File: config.mk
export PLATFORM = sky130hd
export DESIGN_NAME = ws2812_rx_flat
export DESIGN_NICKNAME = d
export VERILOG_FILES = /design/src/rtl/ws2812_rx_if.sv /design/src/rtl/ws2812_rx.sv /design/src/flat_wrapper.sv
export SDC_FILE = /design/constraint.sdc
export NUM_CORES = 1
export LEC_CHECK = 0
export CORE_UTILIZATION = 58
export CTS_CLUSTER_DIAMETER = 50
export DETAILED_ROUTE_END_ITERATION = 10
export GPL_ROUTABILITY_DRIVEN = 1
export PLACE_DENSITY = 0.89
export SLEW_MARGIN = 30
export SYNTH_ARGS = -nofsm -noshare
export SYNTH_HDL_FRONTEND = slang
export SYNTH_SLANG_ARGS = --single-unit
File: constraint.sdc
create_clock -name clk -period 2.1 [get_ports clk]
set_input_delay 0.315 -clock clk [delete_from_list [all_inputs] [get_ports clk]]
set_output_delay 0.315 -clock clk [all_outputs]
set_load 0.05 [all_outputs]
File: src/rtl/ws2812_rx_if.sv
// Pixel/frame result bundle of the WS2812 receiver.
// master: receiver drives strobes, pixel data and status; slave: consumer.
interface ws2812_rx_if;
    logic        pixel_valid;
    logic [23:0] pixel_color;
    logic [6:0]  pixel_index;
    logic        frame_done;
    logic [7:0]  pixel_count;
    logic        bit_error;
    logic        overflow;

    modport master (
        output pixel_valid, pixel_color, pixel_index,
        output frame_done, pixel_count, bit_error, overflow
    );

    modport slave (
        input pixel_valid, pixel_color, pixel_index,
        input frame_done, pixel_count, bit_error, overflow
    );
endinterface

File: src/rtl/ws2812_rx.sv
// WS2812 NRZ receiver: decodes pulse widths into 24-bit GRB words and
// emits {R,G,B} pixel strobes plus frame-end/error status.
// Ports: clk, reset (sync, active-high), din (async line), pix (result bus).
module ws2812_rx #(
    parameter int BIT_THRESH   = 30,
    parameter int MIN_HIGH     = 8,
    parameter int MAX_HIGH     = 60,
    parameter int RESET_CYCLES = 2500,
    parameter int MAX_PIXELS   = 100
) (
    input  logic       clk,
    input  logic       reset,
    input  logic       din,
    ws2812_rx_if.master pix
);

    localparam logic [7:0]  THR   = 8'(BIT_THRESH);
    localparam logic [7:0]  MINH  = 8'(MIN_HIGH);
    localparam logic [7:0]  MAXH  = 8'(MAX_HIGH);
    localparam logic [15:0] RST_C = 16'(RESET_CYCLES);
    localparam logic [6:0]  MAXP  = 7'(MAX_PIXELS);

    typedef enum logic [1:0] {
        WAIT_LATCH,
        IDLE,
        HIGH,
        LOW
    } state_t;

    logic s1, s2, s3;
    logic lvl, rise, fall;

    state_t      state, state_n;
    logic [7:0]  high_cnt, high_n;
    logic [15:0] low_cnt, low_n;
    logic [4:0]  bit_cnt, bit_n;
    logic [6:0]  pix_idx, idx_n;
    logic [23:0] shreg, sh_n;

    // One-cycle event stage between the FSM and the output registers.
    logic       ev_pix, ev_pix_n;
    logic       ev_ovf, ev_ovf_n;
    logic       ev_clr, ev_clr_n;
    logic       ev_frame, ev_frame_n;
    logic       ev_err, ev_err_n;
    logic [6:0] ev_idx, ev_idx_n;
    logic [7:0] ev_cnt, ev_cnt_n;

    logic [7:0]  hi_inc;
    logic [15:0] lo_inc;

    // Edge flags are registered so lvl, rise and fall stay aligned.
    always_ff @(posedge clk) begin
        if (reset) begin
            s1   <= 1'b0;
            s2   <= 1'b0;
            s3   <= 1'b0;
            lvl  <= 1'b0;
            rise <= 1'b0;
            fall <= 1'b0;
        end else begin
            s1   <= din;
            s2   <= s1;
            s3   <= s2;
            lvl  <= s2;
            rise <= s2 & ~s3;
            fall <= ~s2 & s3;
        end
    end

    assign hi_inc = (high_cnt == 8'hFF) ? high_cnt : high_cnt + 8'd1;
    assign lo_inc = (low_cnt == 16'hFFFF) ? low_cnt : low_cnt + 16'd1;

    always_comb begin
        state_n    = state;
        high_n     = high_cnt;
        low_n      = low_cnt;
        bit_n      = bit_cnt;
        idx_n      = pix_idx;
        sh_n       = shreg;
        ev_pix_n   = 1'b0;
        ev_ovf_n   = 1'b0;
        ev_clr_n   = 1'b0;
        ev_frame_n = 1'b0;
        ev_err_n   = 1'b0;
        ev_idx_n   = ev_idx;
        ev_cnt_n   = ev_cnt;
        unique case (state)
            WAIT_LATCH: begin
                if (lvl) begin
                    low_n = '0;
                end else if (low_cnt >= RST_C) begin
                    state_n = IDLE;
                end else begin
                    low_n = lo_inc;
                end
            end
            IDLE: begin
                if (rise) begin
                    state_n  = HIGH;
                    high_n   = 8'd1;
                    bit_n    = '0;
                    idx_n    = '0;
                    ev_clr_n = 1'b1;
                end
            end
            HIGH: begin
                if (high_cnt > MAXH) begin
                    ev_err_n = 1'b1;
                    low_n    = '0;
                    state_n  = WAIT_LATCH;
                end else if (fall) begin
                    if (high_cnt < MINH) begin
                        ev_err_n = 1'b1;
                        low_n    = '0;
                        state_n  = WAIT_LATCH;
                    end else begin
                        sh_n    = {shreg[22:0], high_cnt >= THR};
                        low_n   = 16'd1;
                        state_n = LOW;
                        if (bit_cnt == 5'd23) begin
                            bit_n = '0;
                            if (pix_idx < MAXP) begin
                                ev_pix_n = 1'b1;
                                ev_idx_n = pix_idx;
                            end else begin
                                ev_ovf_n = 1'b1;
                            end
                            if (pix_idx != 7'h7F) begin
                                idx_n = pix_idx + 7'd1;
                            end
                        end else begin
                            bit_n = bit_cnt + 5'd1;
                        end
                    end
                end else begin
                    high_n = hi_inc;
                end
            end
            LOW: begin
                // Frame end wins over a coincident rise.
                if (low_cnt >= RST_C) begin
                    ev_frame_n = 1'b1;
                    ev_err_n   = (bit_cnt != 5'd0);
                    ev_cnt_n   = (pix_idx < MAXP) ? {1'b0, pix_idx}
                                                  : 8'(MAX_PIXELS);
                    bit_n      = '0;
                    state_n    = IDLE;
                end else if (rise) begin
                    high_n  = 8'd1;
                    state_n = HIGH;
                end else begin
                    low_n = lo_inc;
                end
            end
            default: state_n = WAIT_LATCH;
        endcase
    end

    always_ff @(posedge clk) begin
        if (reset) begin
            state    <= WAIT_LATCH;
            high_cnt <= '0;
            low_cnt  <= '0;
            bit_cnt  <= '0;
            pix_idx  <= '0;
            shreg    <= '0;
            ev_pix   <= 1'b0;
            ev_ovf   <= 1'b0;
            ev_clr   <= 1'b0;
            ev_frame <= 1'b0;
            ev_err   <= 1'b0;
            ev_idx   <= '0;
            ev_cnt   <= '0;
        end else begin
            state    <= state_n;
            high_cnt <= high_n;
            low_cnt  <= low_n;
            bit_cnt  <= bit_n;
            pix_idx  <= idx_n;
            shreg    <= sh_n;
            ev_pix   <= ev_pix_n;
            ev_ovf   <= ev_ovf_n;
            ev_clr   <= ev_clr_n;
            ev_frame <= ev_frame_n;
            ev_err   <= ev_err_n;
            ev_idx   <= ev_idx_n;
            ev_cnt   <= ev_cnt_n;
        end
    end

    // Received order is G,R,B; present as R,G,B.
    always_ff @(posedge clk) begin
        if (reset) begin
            pix.pixel_valid <= 1'b0;
            pix.pixel_color <= '0;
            pix.pixel_index <= '0;
            pix.frame_done  <= 1'b0;
            pix.pixel_count <= '0;
            pix.bit_error   <= 1'b0;
            pix.overflow    <= 1'b0;
        end else begin
            pix.pixel_valid <= ev_pix;
            pix.frame_done  <= ev_frame;
            pix.bit_error   <= ev_err;
            if (ev_pix) begin
                pix.pixel_color <= {shreg[15:8], shreg[23:16], shreg[7:0]};
                pix.pixel_index <= ev_idx;
            end
            if (ev_frame) begin
                pix.pixel_count <= ev_cnt;
            end
            if (ev_clr) begin
                pix.overflow <= 1'b0;
            end else if (ev_ovf) begin
                pix.overflow <= 1'b1;
            end
        end
    end

endmodule
File: src/flat_wrapper.sv
// flat-port wrapper written by rule: the top's interface ports become plain ports
module ws2812_rx_flat 
#(
    parameter int BIT_THRESH   = 30,
    parameter int MIN_HIGH     = 8,
    parameter int MAX_HIGH     = 60,
    parameter int RESET_CYCLES = 2500,
    parameter int MAX_PIXELS   = 100
)
  (clk, reset, din, pix_pixel_valid, pix_pixel_color, pix_pixel_index, pix_frame_done, pix_pixel_count, pix_bit_error, pix_overflow);
  ws2812_rx_if pix_i ();
  input  logic clk;
  input  logic reset;
  input  logic din;
  output wire logic [$bits(pix_i.pixel_valid)-1:0] pix_pixel_valid;
  output wire logic [$bits(pix_i.pixel_color)-1:0] pix_pixel_color;
  output wire logic [$bits(pix_i.pixel_index)-1:0] pix_pixel_index;
  output wire logic [$bits(pix_i.frame_done)-1:0] pix_frame_done;
  output wire logic [$bits(pix_i.pixel_count)-1:0] pix_pixel_count;
  output wire logic [$bits(pix_i.bit_error)-1:0] pix_bit_error;
  output wire logic [$bits(pix_i.overflow)-1:0] pix_overflow;
  assign pix_pixel_valid = pix_i.pixel_valid;
  assign pix_pixel_color = pix_i.pixel_color;
  assign pix_pixel_index = pix_i.pixel_index;
  assign pix_frame_done = pix_i.frame_done;
  assign pix_pixel_count = pix_i.pixel_count;
  assign pix_bit_error = pix_i.bit_error;
  assign pix_overflow = pix_i.overflow;
  ws2812_rx #(.BIT_THRESH(BIT_THRESH), .MIN_HIGH(MIN_HIGH), .MAX_HIGH(MAX_HIGH), .RESET_CYCLES(RESET_CYCLES), .MAX_PIXELS(MAX_PIXELS)) u_core (.clk(clk), .reset(reset), .din(din), .pix(pix_i));
endmodule
# Yosys cells after proc, flatten, opt, wreduce, memory -nomap -nowiden
# Cells that the tools add are included.
# Widths: inputs -> output; s select.
word_totals:
  output_inout_bits: 43
  regBits: 130
  elab_cells: 131
op_classes:
  muxes: 47
  bitwise: 11
  reduce_logical: 17
  magnitude_cmp: 5
  eq_ne: 22
  addsub: 4
op_table:
  columns: ["op", "n"]
  rows:
  - ["$mux 16", 7]
  - ["$mux 7", 7]
  - ["$pmux 16 s3", 1]
  - ["$mux 8", 5]
  - ["$mux 5", 6]
  - ["$pmux 8 s3", 1]
  - ["$add 16x1->16 const B", 1]
  - ["$eq 16x16->1 const B", 1]
  - ["$ge 16x12->1 const B", 1]
  - ["$pmux 5 s3", 1]
  - ["$mux 2", 7]
  - ["$ne 2x2->1 const B", 7]
  - ["$pmux 7 s2", 1]
  - ["$ne 2x1->1 const B", 6]
  - ["$reduce_and 6->1", 2]
  - ["$reduce_and 5->1", 2]
  - ["$mux 1", 9]
  - ["$not 1->1", 9]
  - ["$add 8x1->8 const B", 1]
  - ["$eq 8x8->1 const B", 1]
  - ["$ge 8x5->1 const B", 1]
  - ["$gt 8x6->1 const B", 1]
  - ["$lt 8x4->1 const B", 1]
  - ["$pmux 2 s4", 1]
  - ["21 further kinds", 26]

# Longest topological paths before layout
depth:
  word_depth: 7
  depth_mapped: 9
  ltp_nobuf: 7

# Least setup slack after synthesis
# OpenSTA, ideal clock, no wires.
synth_timing:
  path_kind: "reg-to-reg"
  start: "reg u_core.high_cnt[0]"
  end: "reg u_core.low_cnt[15]"
  period_less_slack_ns: 1.948
  path_slack_ns: 0.152
  n_path_buf: 0
  arrival_ns: 1.826
  path_stages_with_launch: 8
  setup_time_ns: 0.122
  cell_sequence: "dfxtp_1 inv_1 ha_1 nand2b_1 o2111ai_2 o211a_1 nor2_1 a221o_1"
synth_via:
  elab_chain_cells: 3
  elab_cells_between_ends: 5
  classes_between: "1 x order compare; 1 x eq/ne; 2 x mux; 1 x reduce/logical"
synth_rtl:
  columns: ["element", "line", "text"]
  rows:
  - ["start, declared", "ws2812_rx.sv:34", "logic [7:0] high_cnt, high_n;"]
  - ["start signal, assigned", "ws2812_rx.sv:177", "high_cnt <= high_n;"]
  - ["$gt 8x6->1 *", "ws2812_rx.sv:108", "if (high_cnt > MAXH) begin"]
  - ["$ne 3x1->1 (no line) or $mux 16 (tied branches)", null, null]
  - ["$reduce_and 5->1 (no line) or $pmux 16 s3 (tied branches)", null, null]
  - ["end signal, assigned", "ws2812_rx.sv:178", "low_cnt <= low_n;"]
  - ["end, declared", "ws2812_rx.sv:35", "logic [15:0] low_cnt, low_n;"]
# Every way passes the cells marked *; elsewhere a longest branch is shown, timed or not.
# A chain may end at the register's enable or synchronous reset.

# Final worst setup path
layout_timing:
  start: "reg u_core.state[1]"
  end: "reg u_core.pix_idx[5]"
layout_via:
  elab_chain_cells: 3
  elab_cells_between_ends: 11
  classes_between: "8 x eq/ne; 1 x mux; 2 x reduce/logical"
layout_rtl:
  columns: ["element", "line", "text"]
  rows:
  - ["start, declared", "ws2812_rx.sv:33", "state_t state, state_n;"]
  - ["start signal, assigned", "ws2812_rx.sv:176", "state <= state_n;"]
  - ["$eq 2x2->1 or $eq 2x1->1 (tied branches)", "ws2812_rx.sv:88", "unique case (state)"]
  - ["$ne 2x1->1 (no line), or another cell as far along", null, null]
  - ["$reduce_and 7->1 (no line)", null, null]
  - ["end signal, assigned", "ws2812_rx.sv:180", "pix_idx <= idx_n;"]
  - ["end, declared", "ws2812_rx.sv:37", "logic [6:0] pix_idx, idx_n;"]
# Several ways; a longest one is shown, not always the timed one.

==> reports/results.ini <==
[status]
status=completed

[synthesis]
ys_ff_latch=128
ys.flop_type=dfxtp_1
seq_area_frac_synth_pct=45.48
synth_cell_type_count=70
synth_top_area_cell=dfxtp_1
avgSynthCellArea_um2=8.957
synth_edf_count=0
yosys_warnings=0
async_reset_ff_share_pct=0
synth.net_count=644
yosys-top-cells-count=128 x dfxtp_1, 74 x nand2_1, 70 x nor2_1
ys_top_cells_by_area=dfxtp_1 45%, mux2i_1 9.2%, nand2_1 4.9%
synth_top_area_share_pct=45.48
synth_area_um2=5634
yosysMostFrequentCell=dfxtp_1
synthCells=629

[global_route]
antenna_found_initial=0
grt_pass1_vias=4782
grt.overflow.total=0
grt_max_degree=54
grt_pass1_wl_mm=22.37
grtUsageTotal_pct=28.04

[placed_design]
io_buffer_count=44
dp_hpwl_mm=8.773
place.gp.congestion=0.8619
post-place-cells=805

[cts]
clk_pin_slew_worst_paths_ps=60
cts_tree=done
htreeDepth=4
clock_latency_ps=530
ctsLongestPathBuffers=2
ctsRootBufferMaster=clkbuf_8
cts_buffers=17
clkSinkCount=128

[cells_and_area]
nets=711
area_growth_pct=23.61
fill_cells=592
final-instance-count-excl-fill=837
drive_gt1_share_pct=14.41
n_antenna_cell=0

[power]
irDropWorstVdd_mv=0.4563
cellLeakagePower_nw=2.430
power_w=0.005566
p_per_area_nw_per_um2=799.3

[timing]
finalCritPeriodShare_pct=96.98
maxSlewViolCount=0
fmax_mhz=491.0
period_needed_ps=2037
slew_headroom_pct=61.57
tightest_slew_ps=574.7
finClkSkew_ps=8.450
final_hold_viol_count=0
finalSetupViolations=0

[detailed_routing]
wl_per_cell_um=16.51
drc_errors=0
vias_per_cell=5.944
firstDrtPassIters=5
drt_iter0_markers=342
via_count=4975
drt_wl_total_mm=13.82
ant_nets=0

[critical_path]
path_class=reg -> reg
cp_slowest_cell=or4_4
crit_path_cell_trace=inv_1 > ha_1 > nor2b_1 > a21o_1 > or4_4 > mux2i_1
crit_path_max_fanout=6
cp_top_family=simple AND/OR/NAND/NOR gates
arrival_ps=2450
cp_num_buf_inv=1
slowest_delay_ps=530
cp-start-kind=flop
critPathCaptureType=flop
critical_path_required_ps=2520

[run]
cap_violations=0

[floorplanning]
die_w_um=100.6
pin_count=46
num_rows=35
core_area_um2=9328
die_h_um=100.6
dieArea_um2=10110
initial_utilization_pct=60.40

[hold_path]
hp-class=in -> reg

==> final cells by class <==
| cell class | instances | area, um^2 | share of cell area, % |
|---|---|---|---|
| timing repair buffer | 87 | 783.3 | 11.25 |
| sequential | 128 | 2565 | 36.83 |
| clock inverter | 13 | 131.4 | 1.886 |
| multi-input combinational | 440 | 2813 | 40.39 |
| clock buffer | 18 | 427.9 | 6.144 |
| inverter | 22 | 82.58 | 1.186 |
| tap | 129 | 161.4 | 2.318 |
==> power by group <==
part	switching (W)	internal, W	leakage [nW]
Combinational	0.000208	0.000119	1.13
Sequential	0.0000178	0.00245	1.03
Clock	0.00115	0.00162	0.271
Total	0.00138	0.00419	2.43
==> layout by cell type, fill, tap and decap left out, types with 10 or more instances in the layout <==
cell type        instances
clkdlybuf4s50_1         43
buf_4                   41
inv_1                   22
nand3_1                 23
o21ai_0                 18
nand2_1                 74
nor2_1                  70
a21oi_1                 51
nand4_1                 10
ha_1                    11
dfxtp_1                126
mux2i_1                 52
clkbuf_16               16
==> worst reg2reg max path, stage by stage (launching register included) <==
cell     delay [ps]
dfxtp_1         390
inv_1           110
ha_1            280
nor2b_1         220
a21o_1          250
or4_4           530
mux2i_1         130
==> registers in the layout, indices dropped and copies added (netlist names), 2 cells and up <==
| signal | cells |
|---|---|
| u_core.high_cnt | 8 |
| u_core.state | 2 |
| u_core.pix.pixel_index | 7 |
| u_core.shreg | 24 |
| u_core.pix.pixel_count | 7 |
| u_core.pix_idx | 7 |
| u_core.bit_cnt | 5 |
| u_core.ev_cnt | 7 |
| u_core.low_cnt | 16 |
| u_core.pix.pixel_color | 24 |
| u_core.ev_idx | 7 |
==> kinds of logic (layout without fill, tap and decap cells) <==
family                     count (synthesis)  count (layout)  synth area share, %
and+or+nand+nor                          239             239                20.50
AOI/OAI and AO/OA                        135             135                17.10
buffers and inverters                     61             140                4.797
DFF                                      128             128                45.48
other                                      1               1              0.06656
adders and majority gates                 12              12                2.665
muxes                                     52              52                9.238
xor gates and xnor gates                   1               1               0.1555
==> what timing repair did <==
item,in CTS,in global routing
endpoints found under the setup margin,2,30
pin swaps,1,2
hold buffers,0,0
resized for setup,0,7
buffers inserted,0,1
==> stage by stage <==
step           utilization, %  area [um^2]  hold slack [ps]  TNS (ps)  worst slack [ps]
2_1_floorplan               -         5634            376.2         0             151.8
3_3_place_gp            68.45         6385            391.8         0             137.8
3_5_place_dp            68.45         6385            396.5         0             28.94
4_1_cts                 74.45         6944            126.3         0             1.501
5_1_grt                 74.66         6964            122.9    -22.38            -22.38
6_report                74.66         6964            136.5         0             63.48
==> final timing paths <==
| check | endpoint | slack, ps | depth (start not counted) | startpoint |
|---|---|---|---|---|
| setup reg to reg | u_core.pix_idx[5] | 60 | 6 | u_core.state[1] |
| setup / recovery | u_core.pix_idx[5] | 60 | 6 | u_core.state[1] |
| hold reg to reg | u_core.fall | 400 | 1 | u_core.s2 |
| hold / removal | u_core.s2 | 140 | 2 | reset |
==> routing by layer <==
layer  wire [um]  global-route usage, %  vias to the layer above
met5           0                      0                        -
met4         242                  13.15                        0
met3         870                  6.796                       29
met2        7031                  47.42                      235
met1        5671                  33.63                     2345
li1            -                      -                     2366
No activity file was read; power rests on OpenSTA's default activity.
